File: src/rtl/io_uart_tx_fifo.sv
// rtl/io_uart_tx_fifo.sv - buffered 8N1 UART transmitter on the CPU IO bus; FIFO enabled by UART_TX_FIFO_EN
module io_uart_tx_fifo #(
   parameter int CLK_FREQ_HZ = 10000000,
   parameter int BAUD_RATE   = 1000000,
   parameter int FIFO_DEPTH  = 16
) (
   input  logic        clk,
   input  logic        reset,
   input  logic        io_wr,
   input  logic [31:0] io_addr,
   input  logic [31:0] io_wdata,
   output logic [31:0] io_rdata,
   output logic        uart_tx,
   output logic        tx_busy,
   output logic        tx_empty_irq
);

   localparam int DIV = CLK_FREQ_HZ / BAUD_RATE;
   localparam int CW  = (DIV > 1) ? $clog2(DIV) : 1;

   typedef enum logic [1:0] {IDLE, START, DATA, STOP} state_t;

   state_t        state;
   state_t        state_next;
   logic [CW-1:0] baud_cnt;
   logic [2:0]    bit_idx;
   logic [7:0]    shift;
   logic [7:0]    head;
   logic          baud_last;
   logic          pop;
   logic          push;
   logic          wr_data;
   logic          wr_status;
   logic          fifo_empty;
   logic          fifo_full;
   logic          status_full;
   logic          overflow;
   logic [31:0]   count32;
   logic [31:0]   status;
   logic          unused_ok;

   assign wr_data   = io_wr & io_addr[3];
   assign wr_status = io_wr & io_addr[4];
   assign push      = wr_data & ~fifo_full;
   assign baud_last = (baud_cnt == CW'(DIV - 1));

`ifdef UART_TX_FIFO_EN
   localparam int AW = $clog2(FIFO_DEPTH);

   logic [7:0]  mem [FIFO_DEPTH];
   logic [AW:0] wr_ptr;
   logic [AW:0] rd_ptr;
   logic [AW:0] count;

   // Pointers carry one extra wrap bit so full and empty are distinguishable
   assign count       = wr_ptr - rd_ptr;
   assign fifo_empty  = (wr_ptr == rd_ptr);
   assign fifo_full   = (wr_ptr[AW] != rd_ptr[AW]) && (wr_ptr[AW-1:0] == rd_ptr[AW-1:0]);
   assign head        = mem[rd_ptr[AW-1:0]];
   assign status_full = fifo_full;
   assign count32     = 32'(count);

   // Advance read/write pointers on pop/push
   always_ff @(posedge clk or posedge reset) begin
      if (reset) begin
         wr_ptr <= '0;
         rd_ptr <= '0;
      end else begin
         if (push) wr_ptr <= wr_ptr + (AW+1)'(1);
         if (pop)  rd_ptr <= rd_ptr + (AW+1)'(1);
      end
   end

   // Byte storage; contents are don't-care until written, so no reset
   always_ff @(posedge clk) begin
      if (push) mem[wr_ptr[AW-1:0]] <= io_wdata[7:0];
   end
`else
   logic       hold_valid;
   logic [7:0] hold_data;

   // Depth-1 mode: the transmitter as a whole holds one byte, so a write is
   // refused while anything is pending or on the line (legacy !uart_ready)
   assign fifo_empty  = ~hold_valid;
   assign fifo_full   = tx_busy;
   assign head        = hold_data;
   assign status_full = tx_busy;
   assign count32     = {31'b0, hold_valid};

   // Holding register filled by a CPU write, drained by the FSM
   always_ff @(posedge clk or posedge reset) begin
      if (reset) begin
         hold_valid <= 1'b0;
         hold_data  <= 8'h00;
      end else if (push) begin
         hold_valid <= 1'b1;
         hold_data  <= io_wdata[7:0];
      end else if (pop) begin
         hold_valid <= 1'b0;
      end
   end
`endif

   // Sticky overflow: a dropped write wins over a same-cycle clear
   always_ff @(posedge clk or posedge reset) begin
      if (reset)
         overflow <= 1'b0;
      else if (wr_data && fifo_full)
         overflow <= 1'b1;
      else if (wr_status && io_wdata[10])
         overflow <= 1'b0;
   end

   // FSM state register
   always_ff @(posedge clk or posedge reset) begin
      if (reset) state <= IDLE;
      else       state <= state_next;
   end

   // FSM next state and pop decision; STOP chains straight into START when data waits
   always_comb begin
      state_next = state;
      pop        = 1'b0;
      case (state)
         IDLE:  if (!fifo_empty) begin
                   pop        = 1'b1;
                   state_next = START;
                end
         START: if (baud_last) state_next = DATA;
         DATA:  if (baud_last && bit_idx == 3'd7) state_next = STOP;
         STOP:  if (baud_last) begin
                   if (!fifo_empty) begin
                      pop        = 1'b1;
                      state_next = START;
                   end else begin
                      state_next = IDLE;
                   end
                end
         default: state_next = IDLE;
      endcase
   end

   // FSM outputs: line level per state, decoded from state so reset forces it high at once
   always_comb begin
      uart_tx = 1'b1;
      case (state)
         START:   uart_tx = 1'b0;
         DATA:    uart_tx = shift[0];
         default: uart_tx = 1'b1;
      endcase
   end

   // Baud counter restarts on every state entry and bit; shift register loads on pop
   always_ff @(posedge clk or posedge reset) begin
      if (reset) begin
         baud_cnt <= '0;
         bit_idx  <= 3'd0;
         shift    <= 8'h00;
      end else begin
         if (state == IDLE || state_next != state || baud_last)
            baud_cnt <= '0;
         else
            baud_cnt <= baud_cnt + CW'(1);

         if (state != DATA)
            bit_idx <= 3'd0;
         else if (baud_last)
            bit_idx <= bit_idx + 3'd1;

         if (pop)
            shift <= head;
         else if (state == DATA && baud_last)
            shift <= {1'b0, shift[7:1]};
      end
   end

   assign tx_busy      = ~fifo_empty | (state != IDLE);
   assign tx_empty_irq = fifo_empty & (state == IDLE);
   assign status       = {21'b0, overflow, status_full, 3'b0, count32[5:0]};
   assign io_rdata     = io_addr[4] ? status : 32'b0;

   assign unused_ok = ^{io_addr[31:5], io_addr[2:0], io_wdata[31:11], io_wdata[9:8], count32[31:6]};

endmodule

File: config.mk
export PLATFORM = sky130hd
export DESIGN_NAME = io_uart_tx_fifo
export DESIGN_NICKNAME = d
export VERILOG_FILES = /design/src/rtl/io_uart_tx_fifo.sv
export SDC_FILE = /design/constraint.sdc
export NUM_CORES = 1
export LEC_CHECK = 0
export BUFFER_PORTS_ARGS = -buffer_cell sky130_fd_sc_hd__clkbuf_2
export CAP_MARGIN = 20
export CELL_PAD_IN_SITES_DETAIL_PLACEMENT = 1
export CELL_PAD_IN_SITES_GLOBAL_PLACEMENT = 2
export CORE_ASPECT_RATIO = 1.5
export CORE_MARGIN = 3
export CORE_UTILIZATION = 26
export CTS_CLUSTER_SIZE = 24
export DETAILED_ROUTE_END_ITERATION = 10
export GPL_TIMING_DRIVEN = 0
export PLACE_DENSITY = 0.87
export SYNTH_ARGS = -nofsm -noshare
export SYNTH_HDL_FRONTEND = slang
export SYNTH_SLANG_ARGS = --single-unit
File: constraint.sdc
create_clock -name clk -period 4.5 [get_ports clk]
set_clock_uncertainty 0.1 [all_clocks]
set_input_delay 0.9 -clock clk [delete_from_list [all_inputs] [get_ports clk]]
set_output_delay 0.9 -clock clk [all_outputs]
set_load 0.01 [all_outputs]
* Word-level counts from Yosys, hierarchy flattened
Index checks and enable logic that the tools add are counted.
** Storage, ports and cells
- Bits in registers :: 27
- Input port bits :: 67
- Output and inout port bits :: 35
** Cells by class
- Add/subtract/negate cells :: 2
- Equality and inequality tests :: 7
- Mux-type cells :: 20
- Bitwise logic cells :: 7
- Reduce and logical (&&, ||, !) cells :: 12
** Operators with widths (count)
- $mux 8 :: 2
- $mux 11 :: 1
- $reduce_bool 2->1 :: 5
- $mux 2 :: 4
- $pmux 2 s4 :: 1
- $mux 1 :: 7
- $mux 3 :: 2
- $add 4x1->4 const B :: 1
- $and 1x1->1 :: 4
- $eq 2x2->1 const B :: 2
- $eq 4x4->1 const B :: 1
- $logic_and 1x1->1 :: 4
- $mux 4 :: 1
- $pmux 1 s2 :: 2
- $add 3x1->3 const B :: 1
- $eq 3x3->1 const B :: 1
- $eq 2x1->1 const B :: 1
- $logic_not 2->1 :: 1
- $logic_or 1x1->1 :: 2
- $ne 2x2->1 :: 1
- $ne 2x2->1 const B :: 1
- $not 1->1 :: 2
- $or 1x1->1 :: 1

* Depth between registers and ports, before layout
Gate-level depths: netlist (run 1).
- Depth in word-level cells :: 8
- Gate-level depth with buffers :: 7
- Mapped depth without buffers :: 6

* Worst setup path before layout (run 1)
No wires, ideal clock.
- Path type :: register -> output
- Start :: register state[0]
- End :: output uart_tx
- Arrival time :: 1.134 ns
- Data required time :: 3.500 ns
- Setup slack :: 2.366 ns
- Stages on the path, launching flop included :: 5
- Buffers on the path :: 1
- Cell sequence :: dfrtp_1 inv_1 ha_1 clkbuf_1 o21ai_0
** Between the ends
- Longest elaborated chain between the ends :: 2
- Elaborated cells between the ends (all ways) :: 3
** RTL lines
- start, declared :: line 23 : state_t state;
- start signal, assigned :: line 117 : else state <= state_next;
- $eq 2x2->1 or $eq 2x1->1 (tied branches) :: line 146 : case (state)
- $pmux 1 s2 * :: line 146
- end, declared :: line 13 : output logic uart_tx,
Every way passes the cells marked *; elsewhere a longest branch is shown, timed or not.

* Worst setup path after layout (run 1)
Ends and elaborated chain as after synthesis.

==> results.md, run 1 <==
- The power per cell area is about 450 mW/mm^2.
- The sum of routed wire length over all layers is 3.05 mm.
- The clock period could shrink to 2700 ps.
- Sequential cells burn 42.6% of the power.
- In this run the critical register-to-register path is captured at baud_cnt[2].
- Dividing the detail-routed via count by the number of cells gives just over 4.
- After detailed routing, the average wire length per cell comes to ~11 um.
- The combinational share of power is between 40% and 50%.
- The critical path is of the reg2out type.
- From bottom edge to top edge, the die measures ~100 um.
- The clock edge transition at the registers on the reported setup and hold paths is roughly 100 ps.
- For the pin with the worst max-slew slack, the measured transition is between 500 and 600 ps.
- The cell count after synthesis came out at about 150.
- The die outline width is 71.5 um.
- Counting flops with an async set or reset pin after synthesis yields a share of 100%.
- The post-layout net count is about 280.
- Gates resized during post-CTS repair numbered 0.
- The first TritonRoute pass finished after 4 iterations.
- VDD sags by at most about 0.17 mV.
- After legalization and detailed placement, the total HPWL measured approximately 2.4 mm.
- Max-cap violations in this run came to 0.
- The floorplan row count is 35.
- The fraction of final layout cells sized beyond drive strength 1 is about two fifths.
- No sink is reached through more buffers than the 2 on the longest clock path.
- The final clock period utilization by the worst path is 60.1%.
- The leading register cell type out of synthesis is sky130_fd_sc_hd__dfrtp_1.
- At the later pin of the worst-skew pair, clock insertion delay measures 270 ps.
- The via count of the first global-routing pass is ~1,200.
- The clock tree from TritonCTS is done.
- The max-slew violation count is 0.
- Headroom to the max-slew limit came out at 59.6%.
- The flow ran to the end, and the final reports show no timing, DRC or antenna violations.
- STA classifies the critical path startpoint as a flip-flop.
- The post-cts hold buffer count is 0.
- The region available for standard cell placement spans just over 0.006 mm^2.
- Setup repair after global routing left no endpoint under its margin.
- Setup violations remaining at the end of the flow were counted as 0.
- For this configuration, the core starts out at a cell density of between 20% and 30%.
- The number of synthesized flops with an enable pin is 0.
- The launch point of the worst reg-to-reg path is state[1].
- The leakage power of the design is 1.12 nW.
- The area overhead of the layout relative to synthesis is 21.9%.
- Sorting the synthesized cells by area gives the leading types as sky130_fd_sc_hd__dfrtp_1, sky130_fd_sc_hd__buf_4, sky130_fd_sc_hd__mux2_2.
- The sequential area share after synthesis is between 40% and 50%.
- The Yosys step of the flow raised 0 warnings.
- The post-detailed-placement cell area is 0.00197 mm^2.
- The global-route wire length before repair is roughly 5.3 mm.
- During I/O placement, the number of pins put on the boundary was 102.
- The total clock sinks is 27.
- In this run the worst hold path is classified as in2async.
- The number of antenna diodes in the final layout is 0.
- The area enclosed by the die boundary is 0.00746 mm^2.
- The initial DRC count is 8.
- By instance count, the leading cell after synthesis is sky130_fd_sc_hd__buf_4.
- The number of DRC violations after detailed routing is 0.
- The mean instance size in the synthesized netlist is roughly 11 um^2.
- CTS built an H-tree with a depth of 1.
- Across all layers, the routed design uses approximately 1,100 vias.
- The number of failing hold endpoints at the final stage came to 0.
- The congestion estimate from routability-driven global placement came to between 0.7 and 0.8.
- Net switching is between 30% and 40% of the power.
- Summing every instance area after synthesis gives roughly 0.0017 mm^2.
- The worst setup path is captured at an output pin.
- The required time of the worst setup path is 3500 ps.
- In this run the worst path has a maximum fanout of 10.
- The switching power summed over all nets is roughly 0.29 mW.
- The highest clock frequency the design can meet is around 370 MHz.
- Summed over all layers, the global routing overflow is 0.
- For the worst setup path, the data arrival time is 1700 ps.
- The final cell area excluding filler cells is between 0.002 and 0.0025 mm^2.
- The clock network accounts for 15.3% of the total power.
- After synthesis, the most frequently instantiated cells are sky130_fd_sc_hd__buf_4, sky130_fd_sc_hd__dfrtp_1, sky130_fd_sc_hd__mux2_2.
- The clock buffer count from CTS is 3.
- The number of antenna violations at the first check in global routing is 0.
- Post-CTS timing repair inserted 0 buffers for setup.
- In this run the remaining antenna-violating nets after routing total 0.
- Port buffering added 19 buffers.
- The library cell with the largest summed area after synthesis is sky130_fd_sc_hd__dfrtp_1.
- The synthesized netlist contains 37 unique library cells.
- The number of synthesized register bits is 27.
- The worst register-to-register path has a setup slack of between 2000 and 3000 ps.
- After routing, the total negative slack on setup checks comes to 0 ps.
- Internal power comes to roughly 0.63 mW.
- The cell count of the worst reg-to-reg path is 5.
- Summed over its instances, the top area cell type makes up around two fifths of the synthesized netlist area.
- Entering global routing, the biggest net connects 28 pins.
- In the global route stage, overall resource usage came out at between 8 and 9%.
- The clock tree root driver cell is sky130_fd_sc_hd__clkbuf_8.
power by group through the flow:
stage / registers [mW] / logic [mW] / clock network [mW]
2_1_floorplan: 0.378 / 0.321 / 0
3_3_place_gp: 0.395 / 0.377 / 0
3_5_place_dp: 0.400 / 0.390 / 0
4_1_cts: 0.394 / 0.392 / 0.146
5_1_grt: 0.406 / 0.429 / 0.154
6_report: 0.392 / 0.388 / 0.140
state kept, by name (all words and copies together) (netlist names):
name,count
head,8
state,2
hold_valid,1
bit_idx,3
overflow,1
shift,8
baud_cnt,4
critical path, cell delays in order (launching register included):
cell and delay [ps]:
sky130_fd_sc_hd__dfrtp_1 420, sky130_fd_sc_hd__inv_1 120, sky130_fd_sc_hd__ha_1 190, sky130_fd_sc_hd__clkbuf_1 340
sky130_fd_sc_hd__nand2_1 80, sky130_fd_sc_hd__o21ai_0 100, sky130_fd_sc_hd__clkbuf_2 170
how the worst max path moves through the flow:
stage | start | to | slack, ps | cells past startpoint
global placement | state[0] | uart_tx | 2080 | 6
global route | state[0] | uart_tx | 1610 | 6
detailed placement | state[0] | uart_tx | 2080 | 6
floorplan | state[0] | uart_tx | 2370 | 4
CTS | state[0] | uart_tx | 1770 | 6
finish | state[0] | uart_tx | 1800 | 6
placed cells by master, fill, tap and decap left out, drive strengths merged, types with 6 or more instances in the layout:
| cell | Yosys | layout |
|---|---|---|
| buf | 31 | 32 |
| conb | 1 | 29 |
| dfrtp | 27 | 27 |
| nand2 | 6 | 6 |
| clkbuf | 1 | 23 |
| ha | 8 | 8 |
| inv | 7 | 7 |
| mux2 | 22 | 22 |
per-stage QoR:
step | worst slack [ps] | total power, mW | hold slack (ps) | std cells | utilization [%]
4_1_cts | 1770 | 0.932 | 410 | 272 | 32.4
6_report | 1800 | 0.920 | 411 | 273 | 32.8
3_3_place_gp | 2080 | 0.771 | 376 | 268 | 31.6
2_1_floorplan | 2370 | 0.699 | 358 | 175 | -
5_1_grt | 1610 | 0.989 | 413 | 273 | 32.8
3_5_place_dp | 2080 | 0.790 | 387 | 268 | 31.6
cell families (layout without fill, tap and decap cells):
group                      count (synthesis)  after routing  synth area share, %
other                                      1             29                0.224
DFF                                       27             27                 40.3
xor gates and xnor gates                   2              2                 1.05
buffers and inverters                     39             63                 16.1
and+or+nand+nor                           31             31                 11.8
AOI/OAI and AO/OA                         14             14                 6.35
adders and majority gates                  8              8                 5.97
muxes                                     25             25                 18.1
metal layers:
layer / GRT usage, % / vias to the layer above / wire (um) / part of all wire [%]
met5: 0 / - / 0 / 0
met4: 2.82 / 0 / 45 / 1.5
met3: 2.13 / 2 / 150 / 4.9
met2: 16.4 / 30 / 1660 / 54
met1: 8.93 / 550 / 1200 / 39
li1: - / 544 / - / -
cell type report:
| cell class | instances | area, um^2 |
|---|---|---|
| Multi-Input combinational cell | 109 | 835 |
| Inverter | 7 | 26.3 |
| Buffer | 32 | 244 |
| Sequential cell | 27 | 676 |
| Tap cell | 74 | 92.6 |
| Timing Repair Buffer | 20 | 123 |
| Clock inverter | 1 | 5.00 |
| Clock buffer | 3 | 41.3 |
| Fill cell | 728 | 4180 |
(Power assumes the default switching activity.)
==> run 2: changes to the inputs <==
CORE_UTILIZATION = 25   (was 26)
PLACE_DENSITY = 0.84   (was 0.87)
clock period = 2.8 ns   (was 4.5 ns; I/O delays follow)
==> run 2 against run 1 <==
Effect of this change:
- via count is 0.80% lower
- combinational power rose by 61%
- die area up 3.7%
- flip-flop and latch count is the same
- clock power increased by 71%
- power increased by 63%
- critical path depth unchanged
- global-route usage decreased by 0.38 points
- utilization is 0.40 points lower
- setup slack got worse by 1400 ps
- largest cell class unchanged
==> results.md, run 2 (same netlist as run 1, synthesis figures left out) <==
- Status: complete, no violations (unchanged).
- The max-slew violation count was 0 (unchanged).
- The maximum number of pins on one net before global-route repair came to 28 (unchanged).
- The number of antenna repair diodes is 0 (unchanged).
- The clock network latency to the later pin of the worst-skew pair is 280 ps (was 270 ps).
- The global-route congestion overflow total was 0 (unchanged).
- The overall power is 1.50 mW (was 0.920 mW).
- The starting density of the core is 26.6% (was 26.9%).
- The setup TNS is 0 ps (unchanged).
- The area of the core was 0.00631 mm^2 (was 0.00622 mm^2).
- The clock edge transition at the registers on the reported setup and hold paths came to 100 ps (about the same).
- The via count of the first global-routing pass was 1,143 (was 1,204).
- The global-route wire length before repair came to 5.05 mm (was 5.33 mm).
- The area enclosed by the die boundary is 0.00774 mm^2 (was 0.00746 mm^2).
- The category of the worst setup path launch point is a flip-flop (unchanged).
- The wire length per cell after detailed routing is 11.1 um (was 11.2 um).
- The setup slack of the critical path after layout came to 377 ps (was 1800 ps).
- The overall via count from detail_route was 1,117 (was 1,126).
- The count of H-tree levels built during CTS came to 1 (unchanged).
- The classification of the worst setup path is reg2out (unchanged).
- The clock tree root driver cell is sky130_fd_sc_hd__clkbuf_8 (unchanged).
- The height of the die came to 106 um (was 104 um).
- Unrepaired setup endpoints after global routing: false (unchanged).
- The worst-path maximum fanout is 10 (unchanged).
- The clock buffer count from CTS is 3 (unchanged).
- The sum of routed wire length over all layers was 3.03 mm (was 3.05 mm).
- The highest clock frequency the design can meet is 413 MHz.
- The count of buffers added by post-CTS timing repair for setup was 0 (unchanged).
- The classification of the worst-slack hold path is in2async (unchanged).
- The number of standard cells in the final layout excluding fillers was 273 (unchanged).
- The highest ir drop seen on vdd is 0.248 mV (was 0.166 mV).
- The worst setup slack after placement is 682 ps (was 2080 ps).
- The number of antenna violations at the first check in global routing is 0 (unchanged).
- The number of violations of the max-capacitance limit was 0 (unchanged).
- The final estimated routing congestion in global placement is 0.734 (was 0.762).
- The maximum root-to-sink buffer count is 2 (unchanged).
- The post-cts hold buffer count is 0 (unchanged).
- The leakage power of the design came to 1.12 nW (about the same).
- The clock period minus final worst setup slack is 2420 ps.
- The number of fill cells in the layout was 753 (was 728).
- The post-route antenna net violation count came to 0 (unchanged).
- The kind of end point of the critical path is an output pin (unchanged).
- The length of the first detailed-routing pass in iterations is 3 (was 4).
- The count of boundary I/O pins came to 102 (unchanged).
- The headroom to the max-slew limit is 60.3% (was 59.6%).
- The count of port buffers added during placement is 19 (unchanged).
- The die outline width is 72.8 um (was 71.5 um).
- Leading cell types in the layout, fill and taps excluded: sky130_fd_sc_hd__buf_4, sky130_fd_sc_hd__conb_1, sky130_fd_sc_hd__dfrtp_1 (unchanged).
- The number of failing hold endpoints at the final stage is 0 (unchanged).
- The quantity of gates resized following cts is 0 (unchanged).
- The required time of the worst setup path is 2140 ps (was 3500 ps).
- The clock tree from TritonCTS is done (unchanged).
- The area overhead of the layout relative to synthesis is 22.1% (was 21.9%).
- The initial DRC count is 16 (was 8).
- The fraction of final layout cells sized beyond drive strength 1 is 41.7% (unchanged).
- The slew of the pin with the lowest slew margin was 587 ps (was 596 ps).
- The final HPWL from detailed placement is 2.40 mm (unchanged).
- The number of setup violations in the final report is 0 (unchanged).
- The power per cell area was 731 mW/mm^2 (was 451 mW/mm^2).
- The post-layout net count was 275 (unchanged).
- The floorplan row count was 35 (unchanged).
- The average via count per standard cell came to 4.09 (was 4.12).
- The worst path uses between 80% and 90% of the clock period.
- The data arrival time at the worst-slack endpoint was 1760 ps (was 1700 ps).
- The number of DRC violations after detailed routing is 0 (unchanged).
- The cell count after placement is 268 (unchanged).
- The total clock sinks is 27 (unchanged).
- The global routing usage summed across all routing layers is 8.26% (was 8.65%).
run 2: changes by cell type in the layout (fill, tap and decap cells not counted):
cell / previous run / this run
sky130_fd_sc_hd__clkinv_2: 1 / 0
sky130_fd_sc_hd__inv_6: 0 / 1
run 2: metal layers:
layer  vias up  part of all wire, %  GRT usage [%]
li1        541                    -              -
met1       537                   39           8.50
met2        34                   53           15.0
met3         5                  6.6           2.46
met4         0                  2.0           3.56
met5         -                    0              0
run 2: worst max-delay path, cell delays in order, from the launching register on:
cell and delay, ps:
sky130_fd_sc_hd__dfrtp_1 430, sky130_fd_sc_hd__inv_1 120, sky130_fd_sc_hd__ha_1 190, sky130_fd_sc_hd__clkbuf_1 350
sky130_fd_sc_hd__nand2_1 100, sky130_fd_sc_hd__o21ai_0 120, sky130_fd_sc_hd__clkbuf_2 170
run 2: final timing paths:
kind                                  start     endpoint  slack (ps)  depth (start not counted)
worst min-delay path                  reset  baud_cnt[3]          50                          2
min in group clk                io_wdata[5]      head[5]         400                          2
max in group asynchronous             reset     state[1]        2150                          3
worst max-delay path               state[0]      uart_tx         380                          6
worst min register to register     overflow     overflow         400                          1
worst max register to register     state[1]  baud_cnt[2]         810                          5
run 2: stage by stage:
step | util (%) | area, um^2 | hold slack (ps)
floorplan | - | 1780 | 358
global placement | 31.2 | 1970 | 387
detailed placement | 31.2 | 1970 | 387
global route | 32.4 | 2050 | 46.7
CTS | 32.0 | 2020 | 394
finish | 32.4 | 2050 | 53.6
run 2: where the power goes:
group          leakage (nW)  total, mW  internal, mW  switching (mW)
clock network        0.0261      0.240         0.105           0.136
logic                 0.757      0.625         0.367           0.258
registers             0.338      0.630         0.539          0.0914
total                  1.12       1.50          1.01           0.485
run 2: area by class of cell:
type,count,area (um^2),share of cell area (%)
tap,74,92.6,4.53
buffer,32,244,11.9
timing repair buffer,20,123,5.99
multi-input combinational,109,835,40.8
inverter,7,26.3,1.28
clock inverter,1,8.76,0.428
sequential,27,676,33.0
clock buffer,3,41.3,2.02
==> run 3: changes to the inputs <==
--- a/constraint.sdc
+++ b/constraint.sdc
@@ -4,2 +4,2 @@
 set_output_delay 0.56 -clock clk [all_outputs]
-set_load 0.01 [all_outputs]
+set_load 0.1 [all_outputs]
==> run 3 against run 2 <==
Effect of this change:
- via count down 0.72%
- critical path depth unchanged
- cell area up 0.24%
- utilization up 0.079 points
- global-route usage up 0.059 points
- setup slack worse by 120 ps
- power up 26%
- register-to-register slack about the same
- first-iteration DRC count down 19%
- hold slack better by 57 ps
- largest power group is now combinational logic
- clock power down 8.7%
==> results.md, run 3 (same netlist as run 1, synthesis figures left out) <==
- Status: complete, no violations (unchanged).
- The post-cts hold buffer count is 0 (unchanged).
- The largest incremental delay on the critical path is 430 ps (about the same).
- The floorplan row count is 35 (unchanged).
- The post-layout net count is 275 (unchanged).
- The slew of the pin with the lowest slew margin is 607 ps (was 587 ps).
- The number of violations of the max-capacitance limit is 0 (unchanged).
- The category of the worst setup path launch point is a flip-flop (unchanged).
- Cell-by-cell listing of the critical path: inv_1 -> ha_1 -> clkbuf_1 -> nand2_1 -> o21ai_1 -> clkbuf_4 (was inv_1 -> ha_1 -> clkbuf_1 -> nand2_1 -> o21ai_0 -> clkbuf_2).
- The final clock period utilization by the worst path is 90.8% (was 86.5%).
- Unrepaired setup endpoints after global routing: false (unchanged).
- Leading cell types in the layout, fill and taps excluded: sky130_fd_sc_hd__buf_4, sky130_fd_sc_hd__conb_1, sky130_fd_sc_hd__dfrtp_1 (unchanged).
- The overall via count from detail_route came to 1,109 (was 1,117).
- The post-route antenna net violation count came to 0 (unchanged).
- The fraction of final layout cells sized beyond drive strength 1 is 42.7% (was 41.7%).
- The final HPWL from detailed placement is 2.37 mm (was 2.40 mm).
- The number of DRC violations after detailed routing is 0 (unchanged).
- The die outline width is 72.8 um (unchanged).
- The total clock sinks is 27 (unchanged).
- The count of boundary I/O pins is 102 (unchanged).
- The wire length per cell after detailed routing is 10.8 um (was 11.1 um).
- The highest ir drop seen on vdd is 0.255 mV (was 0.248 mV).
- The power per cell area is 918 mW/mm^2 (was 731 mW/mm^2).
- The area enclosed by the die boundary is 0.00774 mm^2 (unchanged).
- The classification of the worst setup path is reg2out (unchanged).
- The leakage power of the design is 1.12 nW (about the same).
- The setup slack of the critical path after layout came to 258 ps (was 377 ps).
- The global-route wire length before repair came to 5.17 mm (was 5.05 mm).
- The data arrival time at the worst-slack endpoint is 1880 ps (was 1760 ps).
- The maximum root-to-sink buffer count is 2 (unchanged).
- The classification of the worst-slack hold path is in2async (unchanged).
- The area overhead of the layout relative to synthesis was 22.4% (was 22.1%).
- The max-slew violation count is 0 (unchanged).
- The required time of the worst setup path is 2140 ps (about the same).
- The number of antenna violations at the first check in global routing came to 0 (unchanged).
- The count of port buffers added during placement is 19 (unchanged).
- The global routing usage summed across all routing layers is 8.32% (was 8.26%).
- The final estimated routing congestion in global placement is 0.722 (was 0.734).
- The headroom to the max-slew limit was 58.9% (was 60.3%).
- The kind of end point of the critical path is an output pin (unchanged).
- The clock period minus final worst setup slack is 2540 ps (was 2420 ps).
- The length of the first detailed-routing pass in iterations came to 2 (was 3).
- The slowest library cell on the worst path is sky130_fd_sc_hd__dfrtp_1 (unchanged).
- The worst-path maximum fanout is 10 (unchanged).
- The sum of routed wire length over all layers is 2.94 mm (was 3.03 mm).
- The initial DRC count is 13 (was 16).
- The number of antenna repair diodes is 0 (unchanged).
- The maximum number of pins on one net before global-route repair is 28 (unchanged).
- The clock network latency to the later pin of the worst-skew pair is 270 ps (was 280 ps).
- The cell count after placement came to 268 (unchanged).
- The via count of the first global-routing pass is 1,204 (was 1,143).
- The height of the die is 106 um (unchanged).
- The clock buffer count from CTS is 3 (unchanged).
- The highest clock frequency the design can meet is 393 MHz (was 413 MHz).
- The average via count per standard cell is 4.06 (was 4.09).
- The worst setup slack after placement is 371 ps (was 682 ps).
- The clock tree root driver cell is sky130_fd_sc_hd__clkbuf_8 (unchanged).
- The count of H-tree levels built during CTS was 1 (unchanged).
- The final standard cell utilization of the core is 32.5% (was 32.4%).
- The number of setup violations in the final report is 0 (unchanged).
- The starting density of the core is 26.6% (unchanged).
- The number of failing hold endpoints at the final stage is 0 (unchanged).
- The area of the core was 0.00631 mm^2 (unchanged).
- The global-route congestion overflow total is 0 (unchanged).
- The clock edge transition at the registers on the reported setup and hold paths is 90 ps (was 100 ps).
- The number of standard cells in the final layout excluding fillers was 273 (unchanged).
- The clock tree from TritonCTS is done (unchanged).
run 3: metal layers:
metal,wire length (um),vias up,GRT usage (%)
met5,0,-,0
met4,66,0,4.75
met3,143,4,0.757
met2,1650,31,15.5
met1,1070,532,8.74
li1,-,542,-
run 3: worst max-delay path: cells and delay by family (launching register included):
family / cells / cell delay, ps
buffers and inverters: 3 / 800
flip-flops: 1 / 430
AND/OR/NAND/NOR: 1 / 100
AO/OA/AOI/OAI: 1 / 90
adder cells (fa/ha/maj): 1 / 200
run 3: cell type report:
type,instances,area (um^2)
inverter,7,30.0
timing repair buffer,20,125
clock buffer,3,41.3
buffer,32,244
tap,74,92.6
clock inverter,1,5.00
multi-input combinational,109,837
sequential,27,676
fill,761,4260
run 3: repair_timing:
action                     CTS  global route
setup buffers                0             0
gates resized for setup      0             2
setup endpoints to repair    0             1
run 3: through the flow:
step	hold slack [ps]	cell area (um^2)	setup TNS, ps	power [mW]
after floorplan	358	1790	-68.7	1.53
after global placement	386	1970	0	1.65
after detailed placement	393	1970	0	1.68
after CTS	404	2020	0	1.91
after global routing	133	2050	0	2.01
final	110	2050	0	1.88
run 3: path summary, 6_finish.rpt:
check / startpoint / end / slack, ps / cells past startpoint
setup / recovery: state[0] / uart_tx / 260 / 6
hold / removal: reset / shift[6] / 110 / 2
setup reg to reg: state[1] / baud_cnt[2] / 820 / 5
hold reg to reg: head[3] / head[3] / 410 / 1
max in group asynchronous: reset / state[0] / 2080 / 3
min in group clk: head[3] / head[3] / 410 / 1
run 3: report_power, final:
group	internal [mW]	switching, mW	total [mW]	leakage, nW
clock	0.0997	0.119	0.219	0.0255
combinational	0.376	0.658	1.03	0.752
sequential	0.539	0.0905	0.629	0.338
total	1.01	0.867	1.88	1.12
